## config.mk

```make
export PLATFORM = sky130hd
export DESIGN_NAME = mem_bus_arbiter
export DESIGN_NICKNAME = d
export VERILOG_FILES = /design/src/rtl/mem_bus_arbiter.sv
export SDC_FILE = /design/constraint.sdc
export NUM_CORES = 1
export LEC_CHECK = 0
export ABC_AREA = 1
export CORE_MARGIN = 10
export CORE_UTILIZATION = 46
export DETAILED_ROUTE_END_ITERATION = 6
export MAX_ROUTING_LAYER = met4
export PLACE_DENSITY = 0.85
export SKIP_CTS_REPAIR_TIMING = 1
export SLEW_MARGIN = 20
export SYNTH_ARGS = -nofsm -noshare
export SYNTH_HDL_FRONTEND = slang
export SYNTH_SLANG_ARGS = --single-unit
```

## constraint.sdc

```tcl
create_clock -name clk -period 3.6 [get_ports clk]
set_clock_uncertainty 0.05 [all_clocks]
set_input_delay 0.72 -clock clk [delete_from_list [all_inputs] [get_ports clk]]
set_output_delay 0.72 -clock clk [all_outputs]
set_load 0.03 [all_outputs]
```

## src/rtl/mem_bus_arbiter.sv

```systemverilog
// Arbitrates one Avalon-style single-port memory bus between the instruction-fetch
// and data-access requesters. Serialises transactions, holds per-port read data
// and raises a sticky error when the bus stalls for too long.
module mem_bus_arbiter #(
    parameter int unsigned ARB_MODE       = 0,     // 0: round-robin, 1: data has priority
    parameter int unsigned TIMEOUT_CYCLES = 1024   // 1..65535
) (
    input  logic        clk,
    input  logic        rst,

    input  logic [31:0] i_address,
    input  logic        i_read,
    output logic [31:0] i_readdata,
    output logic        i_waitrequest,

    input  logic [31:0] d_address,
    input  logic        d_read,
    input  logic        d_write,
    input  logic [31:0] d_writedata,
    input  logic [3:0]  d_byteenable,
    output logic [31:0] d_readdata,
    output logic        d_waitrequest,

    output logic [31:0] avm_address,
    output logic        avm_read,
    output logic        avm_write,
    output logic [31:0] avm_writedata,
    output logic [3:0]  avm_byteenable,
    input  logic [31:0] avm_readdata,
    input  logic        avm_waitrequest,

    output logic        bus_error
);

    typedef enum logic [2:0] {StIdle, StXferI, StXferD, StDoneI, StDoneD} state_e;

    // Last wait cycle allowed before the transaction is aborted.
    localparam logic [15:0] TimeoutLast = 16'(TIMEOUT_CYCLES - 1);

    state_e      state_q, state_d;
    logic        last_grant_q, last_grant_d;  // 0: instruction, 1: data
    logic [15:0] cnt_q, cnt_d;
    logic [31:0] address_q, address_d;
    logic        read_q, read_d;
    logic        write_q, write_d;
    logic [31:0] writedata_q, writedata_d;
    logic [3:0]  byteenable_q, byteenable_d;
    logic [31:0] i_rdata_q, i_rdata_d;
    logic [31:0] d_rdata_q, d_rdata_d;
    logic        error_q, error_d;

    logic d_req, i_req, grant_data;

    assign d_req = d_read | d_write;
    assign i_req = i_read;
    // Data wins when alone, under fixed priority, or when instruction was served last.
    assign grant_data = d_req & (~i_req | (ARB_MODE == 1) | ~last_grant_q);

    // Next-state and registered bus outputs.
    always_comb begin
        state_d      = state_q;
        last_grant_d = last_grant_q;
        cnt_d        = '0;
        address_d    = address_q;
        read_d       = read_q;
        write_d      = write_q;
        writedata_d  = writedata_q;
        byteenable_d = byteenable_q;
        i_rdata_d    = i_rdata_q;
        d_rdata_d    = d_rdata_q;
        error_d      = error_q;

        unique case (state_q)
            StIdle: begin
                if (grant_data) begin
                    address_d    = d_address;
                    byteenable_d = d_byteenable;
                    writedata_d  = d_writedata;
                    write_d      = d_write;
                    read_d       = ~d_write;  // read+write together is a write
                    last_grant_d = 1'b1;
                    state_d      = StXferD;
                end else if (i_req) begin
                    address_d    = i_address;
                    byteenable_d = 4'hF;
                    write_d      = 1'b0;
                    read_d       = 1'b1;
                    last_grant_d = 1'b0;
                    state_d      = StXferI;
                end
            end
            StXferI, StXferD: begin
                if (!avm_waitrequest) begin
                    if (read_q) begin
                        if (state_q == StXferD) d_rdata_d = avm_readdata;
                        else                    i_rdata_d = avm_readdata;
                    end
                    read_d  = 1'b0;
                    write_d = 1'b0;
                    state_d = (state_q == StXferD) ? StDoneD : StDoneI;
                end else if (cnt_q == TimeoutLast) begin
                    // Abort but still complete the request so the CPU never hangs.
                    read_d  = 1'b0;
                    write_d = 1'b0;
                    error_d = 1'b1;
                    state_d = (state_q == StXferD) ? StDoneD : StDoneI;
                end else begin
                    cnt_d = cnt_q + 16'd1;
                end
            end
            StDoneI, StDoneD: state_d = StIdle;
            default:          state_d = StIdle;
        endcase
    end

    // State and output registers with asynchronous active-low reset.
    always_ff @(posedge clk or negedge rst) begin
        if (!rst) begin
            state_q      <= StIdle;
            last_grant_q <= 1'b0;
            cnt_q        <= '0;
            address_q    <= '0;
            read_q       <= 1'b0;
            write_q      <= 1'b0;
            writedata_q  <= '0;
            byteenable_q <= '0;
            i_rdata_q    <= '0;
            d_rdata_q    <= '0;
            error_q      <= 1'b0;
        end else begin
            state_q      <= state_d;
            last_grant_q <= last_grant_d;
            cnt_q        <= cnt_d;
            address_q    <= address_d;
            read_q       <= read_d;
            write_q      <= write_d;
            writedata_q  <= writedata_d;
            byteenable_q <= byteenable_d;
            i_rdata_q    <= i_rdata_d;
            d_rdata_q    <= d_rdata_d;
            error_q      <= error_d;
        end
    end

    assign avm_address    = address_q;
    assign avm_read       = read_q;
    assign avm_write      = write_q;
    assign avm_writedata  = writedata_q;
    assign avm_byteenable = byteenable_q;
    assign i_readdata     = i_rdata_q;
    assign d_readdata     = d_rdata_q;
    assign bus_error      = error_q;

    // Requester stalls release only in that port's completion cycle.
    assign i_waitrequest = i_read & (state_q != StDoneI);
    assign d_waitrequest = d_req & (state_q != StDoneD);

endmodule

```

==> run metrics, run 1 <==
First-pass DRT Iterations=5; Initial Util=47.19%; total power=9726 uW; worst slew pin tran=0.6138 ns; net load switching power=4155 uW; max frequency=338.0 MHz; Reg power frac=30.1%; switch share=42.72%; Cell Pwr Density=967.5 mW/mm2; Pleak=0.004738 uW; Synth-to-Final Area Change=52.88%; post-synth cell types=28; fin nets=1161; Clock transition at path regs=0.06 ns; drt drc=0; CP required=2.83 ns; worst-path cell chain=clkdlybuf4s50_1 -> nor2_2 -> a31oi_1 -> clkdlybuf4s50_1; CP Max Fanout=3; global-route wire length before repair=33090 um; Synth Area in Compound Gates=12.90%; cell family with most CP delay=buffers and inverters; Wirelength per Cell=17.26 um; Max Root-Sink Buffers=2; final worst-path cycle share=82.18%; FILL cells=988; sequential area share after synthesis=58.99%; Clk pwr share=19.1%; Via density=4.960; I/O pin count=275; worst-case vdd ir drop=621.1 uV; fin area=0.01005 mm2; Pint=5571 uW; hold crit path type=in -> async; Antenna Cells=0; Largest stage delay, worst path=0.70 ns; dpl cell area=0.009427 mm2; dpl cells=1183; DRT Wirelength=20970 um; Post-DP HPWL=15230 um; GR Overflow Total=0; CTS tree=built; Global Route Usage Sum=21.87%; die area=0.01948 mm2; Netlist Area Pre-Place=0.006575 mm2; final number of max-transition violations=0; Net Count, Synth=894; Chip Height=139.6 um; ANT nets after route=0; post-synthesis register bit count=155; Post-Synth XOR/XNOR Area=0.3996%; Combinational Power Share=50.8%; routed vias=6026; Syn Inst Count=755; Port Buffer Count=274; simple-gate share of the synthesized area=19.30%; vias in the first global route=6152; final-report hold violation count=0; max-cap violation count=0; FP Rows=43; Startpoint Class=input pin; Tmin final=2.959 ns; clk sink count=155; most frequent CP cell=clkdlybuf4s50_1; Synth Area in Adders=0.1903%; cts bufs inserted=17; total core area=0.01393 mm2; initial antenna violation count=0; Avg Inst Size Synth=8.709 um2; final setup vio count=0; root buf cell=clkbuf_16; Sum Neg Setup Slack=0 ns; Ys Warns=0; Die X=139.6 um; Worst setup EP type=output port; clk_lat worst skew=0.42 ns; unrepaired setup endpoints after global routing=no; utilization after layout=72.14%; CP arrival=2.19 ns; CP Buf/Inv Count=2; Crit-path slowest cell=clkdlybuf4s50_1; largest net degree at the start of global routing=70; slew margin rel.=59.08%; share of layout cells above drive strength 1=4.734%; GP Congestion=0.9090; Layout Cells excl Fill=1215; largest family of logic cells by synthesized area=simple AND/OR/NAND/NOR gates; H-tree levels=4; DR iter-0 viols=459; Setup CP Type=in -> out; status=finished, final reports clean; mux share of post-synthesis cell area=0%
[stage by stage]
stage          hold WS, ns  setup slack (ns)
5_1_grt             0.2345            0.5806
4_1_cts             0.2209            0.6554
3_3_place_gp        0.3974            0.7000
2_1_floorplan       0.3744             1.544
6_report            0.2120            0.6414
3_5_place_dp        0.4089            0.6592
[registers in the layout, indices dropped and copies added (netlist names)]
signal          flops
avm_byteenable      4
d_readdata         32
last_grant_q        1
bus_error           1
state_q             3
avm_writedata      32
avm_address        32
avm_read            1
avm_write           1
i_readdata         32
cnt_q              16
[cell families after synthesis]
family / after synthesis
buffers and inverters: 123
AOI/OAI and AO/OA: 149
DFF: 155
and+or+nand+nor: 324
xor gates and xnor gates: 3
adders and majority gates: 1
[layout by cell type (no fill, tap or decap), drive strengths merged]
master / synthesis / layout
inv: 88 / 89
clkbuf: 15 / 19
clkinvlp: 0 / 5
a21oi: 6 / 6
a31oi: 3 / 3
nor3: 3 / 3
o22a: 3 / 3
clkdlybuf4s50: 0 / 273
dfrtp: 155 / 155
o21bai: 33 / 33
o21ai: 102 / 102
nor3b: 1 / 1
clkinv: 1 / 5
xor2: 1 / 1
bufinv: 0 / 3
nand2: 201 / 201
xnor2: 2 / 2
nand3: 7 / 7
o21a: 2 / 2
ha: 1 / 1
nand4: 4 / 4
nor2: 108 / 108
buf: 19 / 9
[worst reg2reg max path, cell delays in order, from the launching register on]
cell and delay [ns]:
dfrtp_1 0.41, nand2_1 0.10, inv_1 0.07, nor2_4 0.16
buf_4 0.37, nand2_2 0.13, inv_2 0.41, nor2_1 0.07
o21ai_0 0.17
[cell type report]
type                            instances  area, um2  area share, %
Sequential cell                       155       3879          38.59
Timing Repair Buffer                  282       2829          28.14
Multi-Input combinational cell        477       2165          21.53
Clock buffer                           19      452.9          4.506
Inverter                               89      334.1          3.323
Tap cell                              180      225.2          2.240
Clock inverter                         13      167.7          1.668
[metal layers]
layer	vias to the layer above	part of all wire [%]	global-route usage (%)
li1	2882	-	-
met5	-	0	-
met3	58	8.6	8.166
met2	252	49	34.68
met4	0	4.1	8.967
met1	2834	39	24.53
[power groups by stage]
stage	Clock [uW]	Sequential (uW)	Combinational (uW)
floorplan	0	4290	1530
detailed placement	0	2930	4960
global route	1950	3020	5310
global placement	0	2910	4860
finish	1860	2930	4940
CTS	1880	2920	4990
[worst paths after layout]
kind                         startpoint           endpoint  slack, ns  cells past startpoint
hold reg to reg                cnt_q[0]           cnt_q[0]       0.41                      1
setup reg to reg           last_grant_q         state_q[1]       1.57                      8
max in group asynchronous           rst  avm_writedata[16]       2.46                      2
min in group clk               cnt_q[0]           cnt_q[0]       0.41                      1
hold / removal                      rst      i_readdata[8]       0.21                      1
setup / recovery                d_write      d_waitrequest       0.64                      4
[synthesized netlist by cell type]
cell type  instances  share of area [%]
buf_2              9               0.69
o21ai_1           32                2.4
ha_1               1               0.19
nor2_2             1              0.095
nor3_4             1               0.25
xnor2_1            2               0.27
clkinv_1           1              0.057
buf_4              2               0.23
o22a_1             3               0.40
o21ai_0           70                5.3
a21oi_1            6               0.46
nand2_2            2               0.19
nor2_4             1               0.17
inv_2              1              0.057
dfrtp_1          155                 59
nand3_1            7               0.53
xor2_1             1               0.13
nor2_1           106                6.1
inv_1             87                5.0
o21a_1             2               0.23
nor3b_1            1               0.11
nand4_1            4               0.38
clkbuf_1          15               0.86
o21bai_1          33                3.8
nand2_1          199                 11
nor3_1             2               0.15
a31oi_1            3               0.29
buf_6              8                1.4
No activity file was read; power rests on OpenSTA's default activity.
==> run 2, diff against run 1 <==
CORE_UTILIZATION = 43   (was 46)
PLACE_DENSITY = 0.81   (was 0.85)
clock period = 2.9 ns   (was 3.6 ns; I/O delays follow)
==> run 2 against run 1 <==
  * Critical path depth unchanged
  * Total power up 22%
  * Non-clock buffer count up 2
  * Count of clock-buffer cells in the layout unchanged
  * Cell count up 0.82%
  * Core utilization down 5.6 points
  * Sequential power up 23%
  * Global-route usage down 2.1 points
  * Clock power up 17%
  * Flip-flop and latch count unchanged
  * Combinational power up 23%
  * Critical endpoint unchanged
==> run metrics, run 2 (synthesis results as in run 1) <==
Reg power frac=30.4% (was 30.1%); global-route wire length before repair=30910 um (was 33090 um); Worst Reg-to-Reg Cells=8 (unchanged); most frequent cells in the layout=273 x clkdlybuf4s50_1, 198 x nand2_1, 155 x dfrtp_1 (unchanged); Layout Cells excl Fill=1225 (was 1215); FILL cells=1234 (was 988); cts bufs inserted=17 (unchanged); Sum Neg Setup Slack=0 ns (unchanged); CTS tree=built (unchanged); unrepaired setup endpoints after global routing=no (unchanged); FP Rows=45 (was 43); Setup CP Type=in -> out (unchanged); CP required=2.27 ns (was 2.83 ns); fin nets=1163 (was 1161); status=finished, final reports clean (unchanged); die area=0.02064 mm2 (was 0.01948 mm2); leading cell type in the layout, fill and taps excluded=clkdlybuf4s50_1 (unchanged); most frequent CP cell=clkdlybuf4s50_1 (unchanged); multi-input logic area=0.002160 mm2 (was 0.002165 mm2); Wirelength per Cell=16.60 um (was 17.26 um); dpl cells=1193 (was 1183); root buf cell=clkbuf_16 (unchanged); Port Buffer Count=274 (unchanged); First-pass DRT Iterations=5 (unchanged); drt drc=0 (unchanged); ANT nets after route=0 (unchanged); slew margin rel.=60.72% (was 59.08%); clk sink count=155 (unchanged); M1 WL=8178 um (was 8134 um); Combinational Power Share=51.2% (was 50.8%); hold crit path type=in -> async (unchanged); Worst Slack Setup Final=0.2243 ns (was 0.6414 ns); Reg area=0.003879 mm2 (unchanged); I/O pin count=275 (unchanged); max frequency=373.7 MHz; vias in the first global route=5731 (was 6152); Crit-path slowest cell=clkdlybuf4s50_1 (unchanged); pre-CTS WS=0.2211 ns (was 0.6592 ns); total core area=0.01509 mm2 (was 0.01393 mm2); switch share=42.70% (was 42.72%); worst-case vdd ir drop=602.8 uV (was 621.1 uV); final worst-path cycle share=92.27%; GP Congestion=0.8373 (was 0.9090); final-report hold violation count=0 (unchanged); cell family with most CP delay=buffers and inverters (unchanged); Worst setup EP type=output port (unchanged); worst-path cell chain=clkdlybuf4s50_1 -> nor2_2 -> a31oi_1 -> clkdlybuf4s50_1 (unchanged); share of layout cells above drive strength 1=4.822% (was 4.734%); FF-to-FF setup slack=0.94 ns (was 1.57 ns); Max Root-Sink Buffers=2 (unchanged); Clock transition at path regs=0.06 ns (about the same); R2R Path End=cnt_q[9] (was state_q[1]); H-tree levels=4 (unchanged); routed vias=5763 (was 6026); DRT Wirelength=20340 um (was 20970 um); Initial Util=43.57% (was 47.19%); worst slew pin tran=0.5891 ns (was 0.6138 ns); Via density=4.704 (was 4.960); clk_lat worst skew=0.42 ns (about the same); final setup vio count=0 (unchanged); Post-DP HPWL=14770 um (was 15230 um); Die X=143.7 um (was 139.6 um); GR Overflow Total=0 (unchanged); initial antenna violation count=0 (unchanged); max layer used=met4 (unchanged); net load switching power=5068 uW (was 4155 uW); Clk pwr share=18.4% (was 19.1%); dpl cell area=0.009452 mm2 (was 0.009427 mm2); max-cap violation count=0 (unchanged); DR iter-0 viols=439 (was 459); fin area=0.01003 mm2 (was 0.01005 mm2); Tmin final=2.676 ns; Startpoint Class=input pin (unchanged); Pleak=0.004724 uW (was 0.004738 uW); Cell Pwr Density=1183 mW/mm2 (was 967.5 mW/mm2); Antenna Cells=0 (unchanged); Synth-to-Final Area Change=52.62% (was 52.88%); Global Route Usage Sum=19.77% (was 21.87%); final number of max-transition violations=0 (unchanged); Pint=6800 uW (was 5571 uW); Met2 Wirelength=10210 um (was 10170 um); Largest stage delay, worst path=0.70 ns (about the same); CP arrival=2.05 ns (was 2.19 ns); Chip Height=143.7 um (was 139.6 um); largest net degree at the start of global routing=71 (was 70); CP Max Fanout=3 (unchanged); CP Buf/Inv Count=2 (unchanged); Met3 Wirelength=1765 um (was 1812 um); reg2reg start=cnt_q[0] (was last_grant_q)
==> run 2: metrics by stage <==
| stage | power [uW] | util, % | hold slack, ns |
|---|---|---|---|
| final | 11870 | 66.50 | 0.08359 |
| after global routing | 12580 | 66.50 | 0.1120 |
| after CTS | 11990 | 66.50 | 0.1028 |
| after detailed placement | 9750 | 62.64 | 0.4081 |
| after global placement | 9629 | 62.64 | 0.3994 |
| after floorplan | 7219 | - | 0.2344 |
==> run 2: how the worst max path moves through the flow <==
stage	from	end	slack, ns	cells after the start
2_1_floorplan	d_read	d_waitrequest	1.12	2
3_3_place_gp	d_write	d_waitrequest	0.25	4
3_5_place_dp	d_write	d_waitrequest	0.22	4
4_1_cts	d_write	d_waitrequest	0.22	4
5_1_grt	d_write	d_waitrequest	0.19	4
6_report	d_write	d_waitrequest	0.22	4
==> run 2: layer usage <==
layer  vias up  GRT usage (%)
met5         -              -
met4         0          5.320
met3        17          7.030
met2       194          32.70
met1      2666          22.35
li1       2886              -
==> run 2: layout make-up <==
cell class,instances,area share (%)
clock buffer,19,4.414
clock inverter,13,1.397
inverter,89,3.329
multi-input combinational,477,21.52
sequential,155,38.65
tap,188,2.344
timing repair buffer,284,28.34
==> run 2: power by group through the flow <==
stage / Clock [uW] / Sequential [uW] / Combinational (uW)
6_report: 2180 / 3610 / 6070
5_1_grt: 2340 / 3720 / 6520
4_1_cts: 2230 / 3610 / 6160
3_5_place_dp: 0 / 3630 / 6120
3_3_place_gp: 0 / 3590 / 6040
2_1_floorplan: 0 / 5330 / 1890
